`config.mk`:
```
export PLATFORM = sky130hd
export DESIGN_NAME = hazard_ctrl_flat
export DESIGN_NICKNAME = d
export VERILOG_FILES = /design/src/rtl/hazard_ctrl_if.sv /design/src/rtl/hazard_ctrl.sv /design/src/flat_wrapper.sv
export SDC_FILE = /design/constraint.sdc
export NUM_CORES = 1
export LEC_CHECK = 0
export BUFFER_PORTS_ARGS = -buffer_cell sky130_fd_sc_hd__buf_2
export CAP_MARGIN = 20
export CORE_ASPECT_RATIO = 1.2
export CORE_MARGIN = 2
export CORE_UTILIZATION = 44
export CTS_CLUSTER_SIZE = 28
export DETAILED_ROUTE_END_ITERATION = 8
export PLACE_DENSITY = 0.87
export SYNTH_ARGS = -nofsm -noshare
export SYNTH_HDL_FRONTEND = slang
export SYNTH_SLANG_ARGS = --single-unit
```
`constraint.sdc`:
```
create_clock -name clk -period 2.6 [get_ports clk]
set_input_delay 0.52 -clock clk [delete_from_list [all_inputs] [get_ports clk]]
set_output_delay 0.52 -clock clk [all_outputs]
set_load 0.01 [all_outputs]
```
`src/rtl/hazard_ctrl_if.sv`:
```
// Signal bundle between the pipeline and the hazard unit.
// master = pipeline side (drives ID/EX decode info), slave = hazard unit.
`timescale 1ns/1ps
interface hazard_ctrl_if;
    logic [4:0]  id_rs;
    logic [4:0]  id_rt;
    logic        id_uses_rs;
    logic        id_uses_rt;
    logic        id_reg_write;
    logic        id_mem_read;
    logic [4:0]  id_write_reg;
    logic        id_jump;
    logic        id_jr;
    logic        ex_branch_taken;
    logic        pc_write;
    logic        ifid_write;
    logic        ifid_flush;
    logic        idex_bubble;
    logic [1:0]  fwd_a;
    logic [1:0]  fwd_b;
    logic [7:0]  stall_count;
    // Scoreboard contents {EX, MEM, WB}, each {wr, ld, dst[4:0]}, for observation.
    logic [20:0] dbgSlots;

    modport master (
        output id_rs, id_rt, id_uses_rs, id_uses_rt, id_reg_write, id_mem_read,
               id_write_reg, id_jump, id_jr, ex_branch_taken,
        input  pc_write, ifid_write, ifid_flush, idex_bubble, fwd_a, fwd_b,
               stall_count, dbgSlots
    );

    modport slave (
        input  id_rs, id_rt, id_uses_rs, id_uses_rt, id_reg_write, id_mem_read,
               id_write_reg, id_jump, id_jr, ex_branch_taken,
        output pc_write, ifid_write, ifid_flush, idex_bubble, fwd_a, fwd_b,
               stall_count, dbgSlots
    );
endinterface

```
`src/rtl/hazard_ctrl.sv`:
```
// Hazard detection / forwarding control for a 5-stage MIPS pipeline.
// Optional macro HAZARD_FORWARDING_EN enables EX/MEM and MEM/WB forwarding.
`timescale 1ns/1ps
module hazard_ctrl (
    input logic          clk,
    input logic          reset,
    hazard_ctrl_if.slave hz
);

    typedef struct packed {
        logic       wr;
        logic       ld;
        logic [4:0] dst;
    } slotT;

    slotT       exSlot, memSlot, wbSlot;
    logic       exRs, exRt, memRs, memRt;
    logic       hazard, stall, pipeStall;
    logic       pcWrite, ifidWrite, ifidFlush, idexBubble;
    logic [1:0] fwdA, fwdB;
    logic [7:0] stallCnt;

    // dst==0 slots are stored with wr=0, so register 0 can never match here.
    function automatic logic reads(slotT s, logic uses, logic [4:0] r);
        return s.wr && uses && (s.dst == r);
    endfunction

    assign exRs  = reads(exSlot,  hz.id_uses_rs, hz.id_rs);
    assign exRt  = reads(exSlot,  hz.id_uses_rt, hz.id_rt);
    assign memRs = reads(memSlot, hz.id_uses_rs, hz.id_rs);
    assign memRt = reads(memSlot, hz.id_uses_rt, hz.id_rt);

`ifdef HAZARD_FORWARDING_EN
    // Only a load still in EX cannot be forwarded in time.
    assign hazard = exSlot.ld && (exRs || exRt);
`else
    // WB never stalls: the regfile writes in the first half of the cycle.
    assign hazard = exRs || exRt || memRs || memRt;
`endif

    assign stall     = hazard && !reset;
    assign pipeStall = stall && !hz.ex_branch_taken;

    always_comb begin
        pcWrite    = 1'b1;
        ifidWrite  = 1'b1;
        ifidFlush  = 1'b0;
        idexBubble = 1'b0;
        if (reset) begin
            pcWrite = 1'b1;
        end else if (hz.ex_branch_taken) begin
            ifidFlush  = 1'b1;
            idexBubble = 1'b1;
        end else if (stall) begin
            pcWrite    = 1'b0;
            ifidWrite  = 1'b0;
            idexBubble = 1'b1;
        end else if (hz.id_jump || hz.id_jr) begin
            // A jump held by a stall reaches here only once the stall clears.
            ifidFlush = 1'b1;
        end
    end

    always_ff @(posedge clk or posedge reset) begin
        if (reset) begin
            exSlot  <= '0;
            memSlot <= '0;
            wbSlot  <= '0;
        end else begin
            wbSlot  <= memSlot;
            memSlot <= exSlot;
            if (idexBubble)
                exSlot <= '0;
            else
                exSlot <= {hz.id_reg_write && (hz.id_write_reg != 5'd0),
                           hz.id_mem_read, hz.id_write_reg};
        end
    end

`ifdef HAZARD_FORWARDING_EN
    // Selects are captured as the ID instruction moves into EX.
    always_ff @(posedge clk or posedge reset) begin
        if (reset) begin
            fwdA <= 2'b00;
            fwdB <= 2'b00;
        end else if (idexBubble) begin
            fwdA <= 2'b00;
            fwdB <= 2'b00;
        end else begin
            fwdA <= exRs ? 2'b10 : (memRs ? 2'b01 : 2'b00);
            fwdB <= exRt ? 2'b10 : (memRt ? 2'b01 : 2'b00);
        end
    end
`else
    assign fwdA = 2'b00;
    assign fwdB = 2'b00;
`endif

    always_ff @(posedge clk or posedge reset) begin
        if (reset)
            stallCnt <= 8'd0;
        else if (pipeStall && (stallCnt != 8'hFF))
            stallCnt <= stallCnt + 8'd1;
    end

    assign hz.pc_write    = pcWrite;
    assign hz.ifid_write  = ifidWrite;
    assign hz.ifid_flush  = ifidFlush;
    assign hz.idex_bubble = idexBubble;
    assign hz.fwd_a       = fwdA;
    assign hz.fwd_b       = fwdB;
    assign hz.stall_count = stallCnt;
    assign hz.dbgSlots    = {exSlot, memSlot, wbSlot};

endmodule

```
`src/flat_wrapper.sv`:
```
// flat-port wrapper written by rule: the top's interface ports become plain ports
module hazard_ctrl_flat 
  (clk, reset, hz_id_rs, hz_id_rt, hz_id_uses_rs, hz_id_uses_rt, hz_id_reg_write, hz_id_mem_read, hz_id_write_reg, hz_id_jump, hz_id_jr, hz_ex_branch_taken, hz_pc_write, hz_ifid_write, hz_ifid_flush, hz_idex_bubble, hz_fwd_a, hz_fwd_b, hz_stall_count, hz_dbgSlots);
  hazard_ctrl_if hz_i ();
  input logic clk;
  input logic reset;
  input wire logic [$bits(hz_i.id_rs)-1:0] hz_id_rs;
  input wire logic [$bits(hz_i.id_rt)-1:0] hz_id_rt;
  input wire logic [$bits(hz_i.id_uses_rs)-1:0] hz_id_uses_rs;
  input wire logic [$bits(hz_i.id_uses_rt)-1:0] hz_id_uses_rt;
  input wire logic [$bits(hz_i.id_reg_write)-1:0] hz_id_reg_write;
  input wire logic [$bits(hz_i.id_mem_read)-1:0] hz_id_mem_read;
  input wire logic [$bits(hz_i.id_write_reg)-1:0] hz_id_write_reg;
  input wire logic [$bits(hz_i.id_jump)-1:0] hz_id_jump;
  input wire logic [$bits(hz_i.id_jr)-1:0] hz_id_jr;
  input wire logic [$bits(hz_i.ex_branch_taken)-1:0] hz_ex_branch_taken;
  output wire logic [$bits(hz_i.pc_write)-1:0] hz_pc_write;
  output wire logic [$bits(hz_i.ifid_write)-1:0] hz_ifid_write;
  output wire logic [$bits(hz_i.ifid_flush)-1:0] hz_ifid_flush;
  output wire logic [$bits(hz_i.idex_bubble)-1:0] hz_idex_bubble;
  output wire logic [$bits(hz_i.fwd_a)-1:0] hz_fwd_a;
  output wire logic [$bits(hz_i.fwd_b)-1:0] hz_fwd_b;
  output wire logic [$bits(hz_i.stall_count)-1:0] hz_stall_count;
  output wire logic [$bits(hz_i.dbgSlots)-1:0] hz_dbgSlots;
  assign hz_i.id_rs = hz_id_rs;
  assign hz_i.id_rt = hz_id_rt;
  assign hz_i.id_uses_rs = hz_id_uses_rs;
  assign hz_i.id_uses_rt = hz_id_uses_rt;
  assign hz_i.id_reg_write = hz_id_reg_write;
  assign hz_i.id_mem_read = hz_id_mem_read;
  assign hz_i.id_write_reg = hz_id_write_reg;
  assign hz_i.id_jump = hz_id_jump;
  assign hz_i.id_jr = hz_id_jr;
  assign hz_i.ex_branch_taken = hz_ex_branch_taken;
  assign hz_pc_write = hz_i.pc_write;
  assign hz_ifid_write = hz_i.ifid_write;
  assign hz_ifid_flush = hz_i.ifid_flush;
  assign hz_idex_bubble = hz_i.idex_bubble;
  assign hz_fwd_a = hz_i.fwd_a;
  assign hz_fwd_b = hz_i.fwd_b;
  assign hz_stall_count = hz_i.stall_count;
  assign hz_dbgSlots = hz_i.dbgSlots;
  hazard_ctrl u_core (.clk(clk), .reset(reset), .hz(hz_i));
endmodule
```
==> impl.org <==
** Status
- Result of the run :: finished, final reports clean

** Clocking
- The root buffer cell chosen for the clock tree is sky130_fd_sc_hd__clkbuf_4.
- Number of gates resized after cts :: 0
- Hold buffer count at cts :: 0
- Buffer depth of the longest clock path :: 2
- The clock net in this run drives a total of 29 sinks.
- Clock-pin slew was measured on the worst setup and hold paths at 0.10 ns.
- Clock buffer count from CTS :: 5
- Worst skew pair latency :: 0.31 ns
- H-tree level count :: 2
- Post-CTS Setup Bufs :: 0
- Clock tree from TritonCTS :: yes

** Power and ir drop
- Int Power :: 758 µW
- Switching power share of the total :: 26.3%
- In this run the power density over the cells is 605 nW/µm².
- The analysis attributes to cell leakage a power of about 0.9 nW.
- Power spent charging and discharging nets :: around 270 µW
- Reg power frac :: 49.9%
- The clock network accounts for 35.0% of the total power.
- Peak VDD IR :: between 0.3 and 0.4 mV
- Portion of total power attributed to combinational logic :: between 15 and 20%

** Die
- Once the floorplan was initialized, standard cells occupied 46.2% of the core.
- The floorplan has 21 rows.
- From left edge to right edge, the die measures 53.6 µm.
- Floorplan core area :: 2810 µm²
- The floorplan step set the die height to between 60 and 70 µm.
- Boundary pin count :: 61
- The die covers 3410 µm².

** Worst setup path
- STA classifies the critical path endpoint as an output port.
- In this run the worst path has a maximum fanout of 10.
- Data required time at the worst endpoint :: 2.08 ns
- Worst-case reg-to-reg path depth :: 6
- Arrival time at the worst endpoint :: 1.98 ns
- Following the worst setup path forward leads to its endpoint at hz_ifid_flush.
- The worst setup path is of the flip-flop to output port kind.
- The worst setup path is launched from a flip-flop.
- In this design, the largest share of critical-path delay is due to simple AND/OR/NAND/NOR gates.
- On the worst path, the slowest cell contributes a delay of 0.43 ns.
- Among all stages on the critical path, the largest delay is contributed by sky130_fd_sc_hd__dfrtp_1.
- The signal on the critical path passes through xor2_1, nor4_1, nand4_1, and4_4, o21ai_0, a21oi_1, buf_2.
- Critical path buffers and inverters :: 1
- The critical path crosses 7 cells after its start point.
- The startpoint identified for the worst register-to-register timing path is u_core.hz.dbgSlots[11]$_DFF_PP0_.
- Start point of the critical path :: u_core.hz.dbgSlots[11]$_DFF_PP0_
- R2r endpoint :: u_core.hz.stall_count[7]$_DFFE_PP0P_
- Setup slack on the worst reg-to-reg path comes out at approximately 0.54 ns.

** Place
- Placer Congestion :: 0.813
- Count of input and output buffers :: 56
- Detailed placement finished with a half-perimeter wire length of 2.11 mm.

** Synth
- Synthesis instantiated 28 different standard cells from the library.
- Commonest cells in the netlist :: sky130_fd_sc_hd__dfrtp_1 (29), sky130_fd_sc_hd__xor2_1 (20), sky130_fd_sc_hd__nand4_1 (6), sky130_fd_sc_hd__nor2b_1 (6)
- Sequential fraction of the synthesis area :: a little under three fifths
- Counting flops with an async set or reset pin after synthesis yields a share of 100%.
- The synthesized design spends more area on one cell type than any other, namely sky130_fd_sc_hd__dfrtp_1.
- The mapped netlist covers 1300 µm².
- The most used flip-flop cell after synthesis is sky130_fd_sc_hd__dfrtp_1.
- In this run, synthesis inferred 0 flip-flops with an integrated enable.
- Yosys attributes the largest share of cell area to sky130_fd_sc_hd__dfrtp_1 (56%), sky130_fd_sc_hd__xor2_1 (13%), sky130_fd_sc_hd__xnor2_1 (3.4%).
- A synthesized cell averages roughly 12 µm².
- The synthesized design contains 29 register bits.
- Number of warning messages in the yosys log :: 0
- Area share of the largest cell type after synthesis :: between 50% and 60%
- Mapped Cells :: 107
- Most common cell in the netlist :: sky130_fd_sc_hd__dfrtp_1

** Flow run
- Max-cap violations in this run came to 0.

** Timing
- Headroom to the max-slew limit came out at 62.6%.
- Hold Violations, Final :: 0
- Sum of negative setup slack :: 0 ns
- Clock skew on the completed layout was measured at between 0.008 and 0.009 ns.
- Final hold analysis gives a worst-case slack of 0.309 ns.
- Setup repair after global routing left no endpoint under its margin.
- Top achievable clock speed :: 0.400 GHz
- Tightest Pin Transition :: around 0.56 ns
- Setup violations remaining at the end of the flow were counted as 0.
- Share of the clock period used by the worst path :: ~96%
- The max-slew violation count was 0.
- Final Critical Period :: 2.50 ns

** Global routing
- Largest net degree at the start of global routing :: 30
- The initial antenna violation count is 0.
- After global routing the overflow that remains totals 0.
- The number of global-route vias before repair came to 1038.
- First-pass GRT wire length :: 4.44 mm
- Global routing used between 10% and 20% of the available tracks across all layers.

** Layout
- Post-layout net count :: 194
- Filler Cell Count :: 240
- ANT cells :: 0
- Relative to the synthesized area, the layout overhead comes to 30.6%.
- The post-route netlist has between 40% and 50% of its cells at a drive strength greater than 1.

** Detailed routing
- DR pass1 iterations :: 4
- For this block, the initial DRC count from the detailed router was 22.
- Routed wirelength normalized by instance count :: 12.8 µm
- DRT Wirelength :: about 2.6 mm
- Summing over every cut layer, the via total after detailed routing is 998.
- Dividing the detail-routed via count by the number of cells gives 4.89.
- Drc violations :: 0
- Number of nets still failing antenna checks after routing :: 0

** Hold path
- The path class of the tightest hold or removal check is primary input to asynchronous set/reset pin.
==> sequential cells by signal, summed over array words and instances, names as in the netlist <==
| register | flops |
|---|---|
| u_core.hz.dbgSlots | 21 |
| u_core.hz.stall_count | 8 |
==> layout make-up <==
cell class | count | area (µm²) | area share [%]
Inverter | 3 | 11.3 | 0.663
Multi-Input combinational cell | 72 | 538 | 31.7
Clock buffer | 5 | 37.5 | 2.21
Sequential cell | 29 | 727 | 42.8
Tap cell | 34 | 42.5 | 2.51
Timing Repair Buffer | 58 | 295 | 17.4
Clock inverter | 3 | 46.3 | 2.73
==> tightest hold or removal path, delay by kind of cell <==
family	cells	cell delay [ns]
buffers and inverters	3	0.51
==> cells by family after synthesis <==
kind of cell / share of synthesized area [%]
other: 0.288
muxes: 2.02
adders and majority gates: 0.962
AOI/OAI and AO/OA: 3.75
xor gates and xnor gates: 16.8
buffers and inverters: 4.62
DFF: 55.8
and+or+nand+nor: 15.7
==> worst min-delay path by stage <==
stage	to	from	slack (ns)	cells after the start
global placement	u_core.hz.dbgSlots[5]$_DFF_PP0_	u_core.hz.dbgSlots[12]$_DFF_PP0_	0.35	0
CTS	u_core.hz.dbgSlots[20]$_DFF_PP0_	reset	0.30	3
finish	u_core.hz.dbgSlots[20]$_DFF_PP0_	reset	0.31	3
global route	u_core.hz.dbgSlots[20]$_DFF_PP0_	reset	0.32	3
detailed placement	u_core.hz.dbgSlots[12]$_DFF_PP0_	u_core.hz.dbgSlots[19]$_DFF_PP0_	0.36	0
floorplan	u_core.hz.dbgSlots[12]$_DFF_PP0_	u_core.hz.dbgSlots[19]$_DFF_PP0_	0.42	0
==> cells in the final DEF (no fill, tap or decap) <==
| cell | count |
|---|---|
| sky130_fd_sc_hd__a21oi_1 | 1 |
| sky130_fd_sc_hd__a21oi_2 | 1 |
| sky130_fd_sc_hd__and2_1 | 1 |
| sky130_fd_sc_hd__and4_4 | 1 |
| sky130_fd_sc_hd__buf_2 | 56 |
| sky130_fd_sc_hd__buf_4 | 2 |
| sky130_fd_sc_hd__bufinv_16 | 1 |
| sky130_fd_sc_hd__clkbuf_4 | 5 |
| sky130_fd_sc_hd__clkinv_4 | 1 |
| sky130_fd_sc_hd__clkinvlp_4 | 1 |
| sky130_fd_sc_hd__conb_1 | 4 |
| sky130_fd_sc_hd__dfrtp_1 | 28 |
| sky130_fd_sc_hd__dfrtp_2 | 1 |
| sky130_fd_sc_hd__ha_1 | 1 |
| sky130_fd_sc_hd__inv_1 | 3 |
| sky130_fd_sc_hd__mux2_2 | 1 |
| sky130_fd_sc_hd__mux2_4 | 1 |
| sky130_fd_sc_hd__nand2_1 | 3 |
| sky130_fd_sc_hd__nand2b_4 | 1 |
| sky130_fd_sc_hd__nand3_1 | 2 |
| sky130_fd_sc_hd__nand4_1 | 6 |
| sky130_fd_sc_hd__nor2_1 | 2 |
| sky130_fd_sc_hd__nor2b_1 | 6 |
| sky130_fd_sc_hd__nor3_1 | 4 |
| sky130_fd_sc_hd__nor3b_1 | 1 |
| sky130_fd_sc_hd__nor4_1 | 2 |
| sky130_fd_sc_hd__nor4_2 | 2 |
| sky130_fd_sc_hd__o21ai_0 | 3 |
| sky130_fd_sc_hd__o41a_1 | 1 |
| sky130_fd_sc_hd__o41ai_1 | 1 |
| sky130_fd_sc_hd__or2_4 | 1 |
| sky130_fd_sc_hd__or4_1 | 1 |
| sky130_fd_sc_hd__xnor2_1 | 5 |
| sky130_fd_sc_hd__xor2_1 | 20 |
==> through the flow <==
stage	instance area (µm²)	total power, mW	utilization [%]	setup slack [ns]	instances
after floorplan	1310	0.603	-	0.430	110
after global placement	1600	0.667	56.9	0.287	196
after detailed placement	1600	0.675	56.9	0.245	196
after CTS	1680	1.04	59.9	0.108	204
after global routing	1700	1.08	60.4	0.00126	204
final	1700	1.03	60.4	0.0985	204
==> power groups by stage <==
stage	Combinational (mW)	Sequential [mW]	Clock, mW
floorplan	0.0681	0.535	0
global placement	0.147	0.521	0
detailed placement	0.153	0.522	0
CTS	0.154	0.513	0.369
global route	0.170	0.519	0.392
finish	0.155	0.513	0.360
==> metal layers <==
metal / share of wire (%) / vias to the layer above / global-route usage, %
li1: - / 483 / -
met1: 40 / 476 / 20.6
met2: 53 / 37 / 28.7
met3: 6.3 / 2 / 4.27
met4: 0.46 / 0 / 6.41
met5: 0 / - / 0
(Power assumes the default switching activity.)
